**src/rtl/dds_pkg.sv**
```systemverilog
// Shared constants and FSM encoding for the DDS command parser.
// Frame: SOF, CMD, DATA_H, DATA_L, CHK with CHK = CMD ^ DATA_H ^ DATA_L.
package dds_pkg;

    localparam logic [7:0] SOF        = 8'h55;
    localparam logic [7:0] ACK        = 8'h06;
    localparam logic [7:0] NAK        = 8'h15;
    localparam logic [7:0] CMD_COMMIT = 8'h0F;

    typedef enum logic [2:0] {
        ST_IDLE,
        ST_CMD,
        ST_DH,
        ST_DL,
        ST_CHK,
        ST_EXEC,
        ST_RESP
    } state_t;

    function automatic logic cmd_legal(input logic [7:0] c);
        return (c >= 8'h01 && c <= 8'h04) || c == CMD_COMMIT;
    endfunction

endpackage

```
**src/rtl/byte_timer.sv**
```systemverilog
// Inter-byte timeout counter; expired holds once TIMEOUT_CYC idle cycles pass.
// The counter parks at its terminal value until cleared or disabled.
module byte_timer #(
    parameter int unsigned TIMEOUT_CYC = 500000
) (
    input  logic CLK,
    input  logic RSTn,
    input  logic clear,
    input  logic enable,
    output logic expired
);

    localparam int W = $clog2(TIMEOUT_CYC + 1);
    localparam logic [W-1:0] LAST = W'(TIMEOUT_CYC - 1);

    logic [W-1:0] cnt;

    assign expired = enable && (cnt >= LAST);

    always_ff @(posedge CLK or negedge RSTn) begin
        if (!RSTn)
            cnt <= '0;
        else if (clear || !enable)
            cnt <= '0;
        else if (!expired)
            cnt <= cnt + W'(1);
    end

endmodule

```
**src/rtl/dds_cmd_parser.sv**
```systemverilog
// UART command parser: writes shadow DDS phases, commits them to the
// active outputs, and answers every checked frame with ACK or NAK.
module dds_cmd_parser
    import dds_pkg::*;
#(
    parameter int unsigned TIMEOUT_CYC = 500000
) (
    input  logic       CLK,
    input  logic       RSTn,
    input  logic       RX_Done_Sig,
    input  logic [7:0] RX_Data,
    output logic       RX_En_Sig,
    input  logic       TX_Busy,
    output logic       TX_Start,
    output logic [7:0] TX_Data,
    output logic [9:0] phase_1,
    output logic [9:0] phase_2,
    output logic [9:0] phase_3,
    output logic [9:0] phase_4,
    output logic       update_pulse,
    output logic [7:0] err_cnt
);

    state_t     state, state_n;
    logic [7:0] cmd_q, dh_q, dl_q, chk_q;
    logic [7:0] resp_q;
    logic [9:0] shadow [4];
    logic [9:0] phase  [4];
    logic       rx_en_q, upd_q;
    logic       tmr_en, expired, timeout;
    logic       frame_ok, err_inc;

    byte_timer #(.TIMEOUT_CYC(TIMEOUT_CYC)) u_timer (
        .CLK     (CLK),
        .RSTn    (RSTn),
        .clear   (RX_Done_Sig),
        .enable  (tmr_en),
        .expired (expired)
    );

    assign frame_ok = (chk_q == (cmd_q ^ dh_q ^ dl_q)) && cmd_legal(cmd_q);
    assign err_inc  = timeout || (state == ST_EXEC && !frame_ok);

    always_comb begin
        state_n  = state;
        tmr_en   = 1'b0;
        timeout  = 1'b0;
        TX_Start = 1'b0;
        unique case (state)
            ST_IDLE:
                if (RX_Done_Sig && RX_Data == SOF) state_n = ST_CMD;
            ST_CMD, ST_DH, ST_DL, ST_CHK: begin
                tmr_en = 1'b1;
                // A byte arriving on the expiry cycle still wins.
                if (RX_Done_Sig) begin
                    unique case (state)
                        ST_CMD:  state_n = ST_DH;
                        ST_DH:   state_n = ST_DL;
                        ST_DL:   state_n = ST_CHK;
                        default: state_n = ST_EXEC;
                    endcase
                end else if (expired) begin
                    timeout = 1'b1;
                    state_n = ST_IDLE;
                end
            end
            ST_EXEC:
                state_n = ST_RESP;
            ST_RESP:
                if (!TX_Busy) begin
                    TX_Start = 1'b1;
                    state_n  = ST_IDLE;
                end
            default:
                state_n = ST_IDLE;
        endcase
    end

    always_ff @(posedge CLK or negedge RSTn) begin
        if (!RSTn) begin
            state   <= ST_IDLE;
            cmd_q   <= '0;
            dh_q    <= '0;
            dl_q    <= '0;
            chk_q   <= '0;
            resp_q  <= '0;
            rx_en_q <= 1'b0;
            upd_q   <= 1'b0;
            err_cnt <= '0;
            for (int i = 0; i < 4; i++) begin
                shadow[i] <= '0;
                phase[i]  <= '0;
            end
        end else begin
            state   <= state_n;
            rx_en_q <= 1'b1;
            upd_q   <= 1'b0;
            if (RX_Done_Sig) begin
                if (state == ST_CMD) cmd_q <= RX_Data;
                if (state == ST_DH)  dh_q  <= RX_Data;
                if (state == ST_DL)  dl_q  <= RX_Data;
                if (state == ST_CHK) chk_q <= RX_Data;
            end
            if (state == ST_EXEC) begin
                resp_q <= frame_ok ? ACK : NAK;
                if (frame_ok && cmd_q == CMD_COMMIT) begin
                    upd_q <= 1'b1;
                    for (int i = 0; i < 4; i++)
                        phase[i] <= shadow[i];
                end else if (frame_ok) begin
                    for (int i = 0; i < 4; i++)
                        if (cmd_q == 8'(i + 1))
                            shadow[i] <= {dh_q[1:0], dl_q};
                end
            end
            if (err_inc && err_cnt != 8'hFF)
                err_cnt <= err_cnt + 8'd1;
        end
    end

    assign RX_En_Sig    = rx_en_q;
    assign update_pulse = upd_q;
    assign TX_Data      = resp_q;
    assign phase_1      = phase[0];
    assign phase_2      = phase[1];
    assign phase_3      = phase[2];
    assign phase_4      = phase[3];

endmodule

```
**config.mk**
```make
export PLATFORM = sky130hd
export DESIGN_NAME = dds_cmd_parser
export DESIGN_NICKNAME = d
export VERILOG_FILES = /design/src/rtl/dds_pkg.sv /design/src/rtl/byte_timer.sv /design/src/rtl/dds_cmd_parser.sv
export SDC_FILE = /design/constraint.sdc
export NUM_CORES = 1
export LEC_CHECK = 0
export ABC_CLOCK_PERIOD_IN_PS = 4600
export CORE_ASPECT_RATIO = 0.8
export CORE_MARGIN = 4
export CORE_UTILIZATION = 60
export DETAILED_ROUTE_END_ITERATION = 16
export PLACE_DENSITY = 0.9
export SYNTH_ARGS = -nofsm -noshare
export SYNTH_HDL_FRONTEND = slang
export SYNTH_HIERARCHICAL = 1
export SYNTH_SLANG_ARGS = --single-unit
```
**constraint.sdc**
```tcl
create_clock -name CLK -period 4.6 [get_ports CLK]
set_clock_uncertainty 0.1 [all_clocks]
set_input_delay 0.46 -clock CLK [delete_from_list [all_inputs] [get_ports CLK]]
set_output_delay 0.46 -clock CLK [all_outputs]
set_load 0.02 [all_outputs]
```
# Word level (Yosys, flattened, before mapping)

Index checks and enable logic that the tools add are counted.

Muxes and demuxes: 17
Bitwise logic cells: 3
Reduce and logical (&&, ||, !) cells: 24
Magnitude comparators: 3
Eq/ne operators: 18
$add $sub $neg: 2

Operators by type and width:

| operator                                             | count |
|---|---|
| 2-to-1 mux 19 bit                                    | 2 |
| adder 19 x 1 -> 19 bit (second input constant)       | 1 |
| >= comparator 19 bit (second input constant)         | 1 |
| == test 8 x 2 -> 1 bit (second input constant)       | 2 |
| AND reduction 4 bit                                  | 4 |
| XOR 8 bit                                            | 2 |
| 2-to-1 mux 3 bit                                     | 4 |
| case mux 3 bit (4 select lines)                      | 1 |
| AND reduction 2 bit                                  | 5 |
| == test 3 bit (second input constant)                | 3 |
| case mux 3 bit (3 select lines)                      | 1 |
| adder 8 x 1 -> 8 bit (second input constant)         | 1 |
| == test 8 x 1 -> 1 bit (second input constant)       | 1 |
| == test 8 x 3 -> 1 bit (second input constant)       | 1 |
| == test 8 x 4 -> 1 bit (second input constant)       | 1 |
| == test 8 x 7 -> 1 bit (second input constant)       | 1 |
| == test 8 bit                                        | 1 |
| >= comparator 8 x 1 -> 1 bit (second input constant) | 1 |
| <= comparator 8 x 3 -> 1 bit (second input constant) | 1 |
| 2-to-1 mux 1 bit                                     | 8 |
| != test 8 bit (second input constant)                | 1 |
| logical AND 1 bit                                    | 7 |
| == test 3 x 2 -> 1 bit (second input constant)       | 2 |
| 2-to-1 mux 5 bit                                     | 1 |
| other kinds (10)                                     | 14 |

Bits of input ports: 12
Word-level logic and storage cells: 85
Output and inout port bits: 59
Register bits after elaboration: 152

# Logic depth before layout (Yosys ltp)

Gate-level depths: netlist (run 1).

Word-level depth: 9
Mapped depth: 12

# By module

The synthesis (run 1) kept the hierarchy.

Modules (own cells, without submodules):

| module         | area each (µm²) | cells an instance | sequential area each (µm²) | times used |
|---|---|---|---|---|
| dds_cmd_parser | 5417.7          | 372               | 3203.1                     | 1 |
| byte_timer     | 1211.2          | 133               | 475.5                      | 1 |

# Least setup slack after synthesis (run 1)

Ideal clock, no wire load.

Kind: flip-flop to flip-flop
Start: register u_timer.cnt[10]
End: register err_cnt[1]
Required time: 4.375 ns
Library setup time: 0.125 ns
Stages on the path, launching flop included: 11
Data arrival time: 2.912 ns
Clock period less this slack: 3.137 ns
Setup slack: 1.463 ns
Path through: dfrtp_1 or4_4 or4_4 a21oi_4 buf_6 nor2_2 nor2_1 nand3b_1 a32oi_1 nand2_1 mux2_2

Word-level cells in the longest chain between the ends: 7

Ends and longest elaborated chain:

| what                   | RTL line              | RTL |
|---|---|---|
| start, declared        | byte_timer.sv:16      | `logic [W-1:0] cnt;` |
| start signal, assigned | byte_timer.sv:26      | `cnt <= cnt + W'(1);` |
| >= comparator 19 bit   | byte_timer.sv:18      | `assign expired = enable && (cnt >= LAST);` |
| logical AND 1 bit      | byte_timer.sv:18      |  |
| named net expired      | dds_cmd_parser.sv:30  | `logic tmr_en, expired, timeout;` |
| 2-to-1 mux 1 bit       | dds_cmd_parser.sv:62  | `end else if (expired) begin` |
| 2-to-1 mux 1 bit       | dds_cmd_parser.sv:55  | `if (RX_Done_Sig) begin` |
| 2-to-1 mux 1 bit       | dds_cmd_parser.sv:49  | `unique case (state)` |
| logical OR 1 bit       | dds_cmd_parser.sv:42  | `assign err_inc = timeout \|\| (state == ST_EXEC && !frame_ok);` |
| logical AND 1 bit      | dds_cmd_parser.sv:116 | `if (err_inc && err_cnt != 8'hFF)` |
| end signal, assigned   | dds_cmd_parser.sv:117 | `err_cnt <= err_cnt + 8'd1;` |
| end, declared          | dds_cmd_parser.sv:21  | `output logic [7:0] err_cnt` |

The timed path passes the listed nets, and every way through them passes these cells.
A chain may end at the register's enable or synchronous reset.

# Final worst setup path (run 1)

Start: register u_timer.cnt[9]
End: register err_cnt[1]

The elaborated chain is that of the path after synthesis.

==> results.yml, run 1 <==
cells_and_area:
  insertedDiodeCount: 0
  nNetsFinal: 587
  drive_above_1_share: 0.280
  syn2layout_area_growth_pct: 20.0
  fin_cells: 730
placement:
  dp.cells: 698
  dp_hpwl_mm: 9.09
  gp_congestion: 0.903
  pre_cts_ws_ps: 942
  portBuffers: 66
cts:
  numCtsBuffers: 17
  cts.sinks: 147
  hold_buffers: 0
  cts_tree: "yes"
  clk_latency_ps: 410
  htreeDepth: 4
  cts_root_buf: "clkbuf_16"
  cts.clk_slew.worst_paths_ps: 60
  ctsResizeCount: 0
  cts.path.max_buffers: 2
  post-cts-setup-buffers: 0
grt:
  antenna_found_initial: 0
  grt_max_degree: 111
  grtUsageTotal: 0.229
  grt_pass1_wl_mm: 23.0
  grt_pass1_vias: 4510
  gr-total-overflow: 0
synthesis:
  syn_inst: 505
  ys_ff_latch: 147
  ys_warn_count: 6
  synth_seq_area_share: 0.555
  synth_area_per_cell_um2: 13.1
  synth_ff_type: "dfrtp_1"
  ys_types: 59
  synthesis.area_mm2: 0.00663
  ys_async_sr_fraction: 1.00
  synth_edf_count: 0
timing:
  post-route-period-util: 0.821
  slew_headroom: 0.329
  tns_ps: 0
  hold_violations: 0
  rsz0062_at_grt: "false"
  setup_slack_ps: 825
  maxSlewViolCount: 0
  setup-violations-final: 0
  fin_hold_ws_ps: 32.1
  fmax_ghz: 0.265
  worst_pin_slew_ps: 1010
  fin_crit_ps: 3770
critical_path:
  cp_max_fo: 26
  r2r-end: "err_cnt[1]"
  path_class: "reg2reg"
  r2r_setup_slack_ps: 830
  r2r.worst_path.cells: 9
  crit_path_end_kind: "flip-flop"
  timing.rr.start: "u_timer/cnt[9]"
  required_ps: 4790
  worstPathArrival_ps: 3960
  cp-start-kind: "flip-flop"
run_status:
  status: "completed"
run:
  max_cap_viol_count: 0
routing:
  wl_per_cell_um: 19.5
  routed-wl-met3_um: 623
  drc_errors: 0
  routed_wl_mm: 14.2
  routed_via_density: 6.00
  vias: 4382
  top_layer_used: "met4"
  ant_nets: 0
  drt-initial-drc-count: 309
  route.layer.met1.wl_mm: 6.28
  drtPass1Iterations: 6
  dr_wl_met2_mm: 7.05
power_and_ir_drop:
  peakVddDrop_mv: 0.341
  power_leakage_nw: 3.65
  power_density_mw_per_mm2: 358
min_path:
  holdCritPathClass: "in2async"
floorplan:
  die_h_um: 102
  start_util: 0.611
  rows: 34
  die-area_mm2: 0.0128
  ios: 71
  die_w_um: 126
  coreArea_mm2: 0.0108
## flip-flops by register name, indices dropped and copies added, names as in the netlist
signal / cells
state: 3
u_timer/cnt: 19
RX_En_Sig: 1
phase_3: 10
phase_4: 10
TX_Data: 3
dl_q: 8
dh_q: 8
phase_2: 10
err_cnt: 8
update_pulse: 1
shadow: 40
chk_q: 8
cmd_q: 8
phase_1: 10
## cell usage in the layout (no fill, tap or decap), types with 3 or more instances in the layout
cell type / instances
nand3_1: 12
nor3b_1: 3
dfrtp_1: 147
or4_1: 3
mux2_1: 8
mux2_2: 103
conb_1: 5
nand4b_1: 3
nand4_1: 10
and3_1: 7
inv_6: 3
nor2_1: 14
or4_2: 5
o21ai_0: 8
bufinv_16: 3
nor2b_1: 4
buf_4: 3
nand2_1: 19
clkdlybuf4s50_1: 65
clkbuf_16: 17
and4_1: 3
nor4_1: 3
o21a_1: 3
clkinv_4: 5
or3_2: 4
xnor2_1: 23
xor2_1: 9
mux2i_1: 3
nand2b_1: 7
o21ai_1: 5
nor3_1: 9
o31ai_1: 7
inv_1: 5
a21oi_1: 13
## cells by family after synthesis
kind of cell	share of synthesized area
muxes	0.198
buffers and inverters	0.0260
other	0.00113
DFF	0.555
adders and majority gates	0.00377
AOI/OAI and AO/OA	0.0510
and+or+nand+nor	0.123
xor gates and xnor gates	0.0423
## cell usage after synthesis (9+ instances only)
cell type | count | area (um2)
dfrtp_1 | 147 | 3680
mux2_2 | 103 | 1160
xnor2_1 | 23 | 201
nand2_1 | 19 | 71.3
nor2_1 | 14 | 52.6
a21oi_1 | 13 | 65.1
nand3_1 | 12 | 60.1
buf_4 | 10 | 75.1
nand4_1 | 10 | 62.6
clkbuf_1 | 9 | 33.8
nor3_1 | 9 | 45.0
xor2_1 | 9 | 78.8
## worst max-delay path by stage
stage	startpoint	end	slack, ps	depth (start not counted)
global placement	u_timer/cnt[10]	err_cnt[1]	1100	9
finish	u_timer/cnt[9]	err_cnt[1]	830	9
detailed placement	u_timer/cnt[10]	err_cnt[1]	940	9
floorplan	u_timer/cnt[10]	err_cnt[1]	1460	10
CTS	u_timer/cnt[10]	err_cnt[1]	870	9
global route	u_timer/cnt[10]	err_cnt[1]	560	9
## worst max-delay path, stage by stage (launching register included)
cell and delay, ps:
dfrtp_1 450, or4_4 550, or4_4 550, a21oi_4 540, nor2_2 150, nor2_1 210
nand3b_1 150, a32oi_1 450, nand2_1 180, mux2_2 300
## metrics by stage
| stage | cell area, um2 | power (mW) | utilization |
|---|---|---|---|
| 3_3_place_gp | 7350 | 1.46 | 0.678 |
| 3_5_place_dp | 7350 | 1.46 | 0.678 |
| 5_1_grt | 7960 | 2.93 | 0.734 |
| 4_1_cts | 7960 | 2.86 | 0.734 |
| 2_1_floorplan | 6640 | 1.41 | - |
| 6_report | 7960 | 2.84 | 0.734 |
## area by class of cell
cell class / instances / area [um2]
clock buffer: 18 / 429
multi-input combinational: 333 / 2790
sequential: 147 / 3680
inverter: 5 / 18.8
fill: 654 / 2890
timing repair buffer: 69 / 684
tap: 144 / 180
clock inverter: 14 / 178
## report_power, final
group	total (mW)	switching (mW)	internal, mW
logic	0.120	0.0733	0.0466
clock network	1.40	0.543	0.860
registers	1.32	0.0153	1.31
total	2.84	0.632	2.21
## metal layers
| layer | global-route usage | vias to the layer above |
|---|---|---|
| met3 | 0.0611 | 22 |
| met1 | 0.295 | 2246 |
| met5 | 0 | - |
| met2 | 0.385 | 147 |
| met4 | 0.0725 | 0 |
| li1 | - | 1967 |
(Power assumes the default switching activity.)
==> run 2, diff against run 1 <==
--- a/config.mk
+++ b/config.mk
@@ -5,12 +5,12 @@
 export SDC_FILE = /design/constraint.sdc
 export NUM_CORES = 1
 export LEC_CHECK = 0
-export ABC_CLOCK_PERIOD_IN_PS = 4600
+export ABC_CLOCK_PERIOD_IN_PS = 3200
 export CORE_ASPECT_RATIO = 0.8
 export CORE_MARGIN = 4
-export CORE_UTILIZATION = 60
+export CORE_UTILIZATION = 51
 export DETAILED_ROUTE_END_ITERATION = 16
-export PLACE_DENSITY = 0.9
+export PLACE_DENSITY = 0.82
 export SYNTH_ARGS = -nofsm -noshare
 export SYNTH_HDL_FRONTEND = slang
 export SYNTH_HIERARCHICAL = 1
==> constraint.sdc (replaced) <==
create_clock -name CLK -period 3.2 [get_ports CLK]
set_clock_uncertainty 0.1 [all_clocks]
set_input_delay 0.32 -clock CLK [delete_from_list [all_inputs] [get_ports CLK]]
set_output_delay 0.32 -clock CLK [all_outputs]
set_load 0.02 [all_outputs]
==> results.yml, run 2 (synthesized netlist as in run 1, its figures left out) <==
run_status:
  status: "completed"
floorplan:
  rows: 36
  die-area_mm2: 0.0149
  die_w_um: 135
  start_util: 0.533
  ios: 71
  coreArea_mm2: 0.0124
  die_h_um: 110
cells_and_area:
  nNetsFinal: 597
  drive_above_1_share: 0.294
  most-common-layout-cells: "dfrtp_1 (147), mux2_2 (103), clkdlybuf4s50_1 (65)"
  insertedDiodeCount: 0
  final_common_cell: "dfrtp_1"
  syn2layout_area_growth_pct: 22.0
  largest_reg_flops: 40
  largestRegisters: "shadow (40), u_timer/cnt (19)"
  fill_cells: 908
  largest-register: "shadow"
critical_path:
  required_ps: 3400
  path_class: "reg2reg"
  cp-start-kind: "flip-flop"
  cp_cell_sequence: "or4_4 -> or4_4 -> a21oi_4 -> nor2_2 -> nor2_2 -> nand3b_1 -> nand4_1 -> nand2_1 -> mux2_2"
  startpoint: "u_timer/cnt[10]"
  crit_slowest_cell: "or4_4"
  crit_path_end_kind: "flip-flop"
  critical_path_buf_inv_count: 0
  cp_max_fo: 6
  timing.rr.start: "u_timer/cnt[10]"
  cp_top_family: "simple AND/OR/NAND/NOR gates"
  worstPathArrival_ps: 3200
  critPathMaxStageDelay_ps: 570
grt:
  gr-total-overflow: 0
  grt_pass1_wl_mm: 23.7
  grt_max_degree: 66
  grtUsageTotal: 0.206
  antenna_found_initial: 0
  grt_pass1_vias: 4504
timing:
  fin_hold_ws_ps: 358
  post-route-period-util: 0.937
  fmax_ghz: 0.333
  hold_violations: 0
  worst_pin_slew_ps: 725
  setup-violations-final: 0
  fin_crit_ps: 3000
  tns_ps: 0
  slew_headroom: 0.515
  maxSlewViolCount: 0
  rsz0062_at_grt: "false"
placement:
  dp_hpwl_mm: 9.43
  gp_congestion: 0.836
  portBuffers: 66
routing:
  drtPass1Iterations: 4
  routed_via_density: 5.72
  vias: 4389
  drc_errors: 0
  wl_per_cell_um: 18.6
  ant_nets: 0
  drt-initial-drc-count: 292
  routed_wl_mm: 14.2
cts:
  htreeDepth: 4
  numCtsBuffers: 17
  cts.path.max_buffers: 2
  clk_latency_ps: 420
  cts_tree: "yes"
  cts.clk_slew.worst_paths_ps: 60
  cts_root_buf: "clkbuf_16"
  cts.sinks: 147
power_and_ir_drop:
  peakVddDrop_mv: 0.355
  power_mw: 4.06
  power_leakage_nw: 3.70
  power_density_mw_per_mm2: 503
run:
  max_cap_viol_count: 0
min_path:
  holdCritPathClass: "in2async"
## run 2: where the power goes
| group | switching [mW] | internal, mW | leakage, nW |
|---|---|---|---|
| sequential | 0.0226 | 1.88 | 2.04 |
| combinational | 0.104 | 0.0747 | 1.37 |
| clock | 0.853 | 1.13 | 0.293 |
| total | 0.980 | 3.08 | 3.70 |
## run 2: final timing paths
kind / to / slack (ps) / cells past startpoint
worst max-delay path: err_cnt[1] / 200 / 9
worst min register to register: TX_Data[2] / 360 / 1
worst max register to register: err_cnt[1] / 200 / 9
max in group asynchronous: dl_q[5] / 1840 / 3
min in group CLK: TX_Data[2] / 360 / 1
worst min-delay path: u_timer/cnt[18] / 360 / 2
## run 2: stage by stage
stage | instances | area [um2] | util | setup slack, ps
4_1_cts | 765 | 8070 | 0.649 | 102
5_1_grt | 767 | 8080 | 0.650 | 24.7
3_5_place_dp | 732 | 7460 | 0.600 | 142
3_3_place_gp | 732 | 7460 | 0.600 | 289
2_1_floorplan | 508 | 6640 | - | 62.9
6_report | 767 | 8080 | 0.650 | 200
## run 2: cell type report
class                           instances  area (um2)  share of cell area
Tap cell                              171         214              0.0265
Timing Repair Buffer                   79         787              0.0974
Clock buffer                           18         439              0.0543
Clock inverter                         14         155              0.0192
Sequential cell                       147        3680               0.455
Inverter                                5        18.8             0.00232
Multi-Input combinational cell        333        2790               0.345
## run 2: routing by layer
layer  up-vias  part of all wire  global-route usage
met5         -                 0                   0
met4         0             0.016              0.0669
met3        20             0.049              0.0508
met2       129              0.47               0.322
met1      2250              0.47               0.285
li1       1990                 -                   -
## run 2: what timing repair did
item	4_1_cts	5_1_grt
hold buffers	1	0
setup buffers	0	2
hold endpoints to repair	63	0
resized for setup	0	1
setup endpoints to repair	0	7
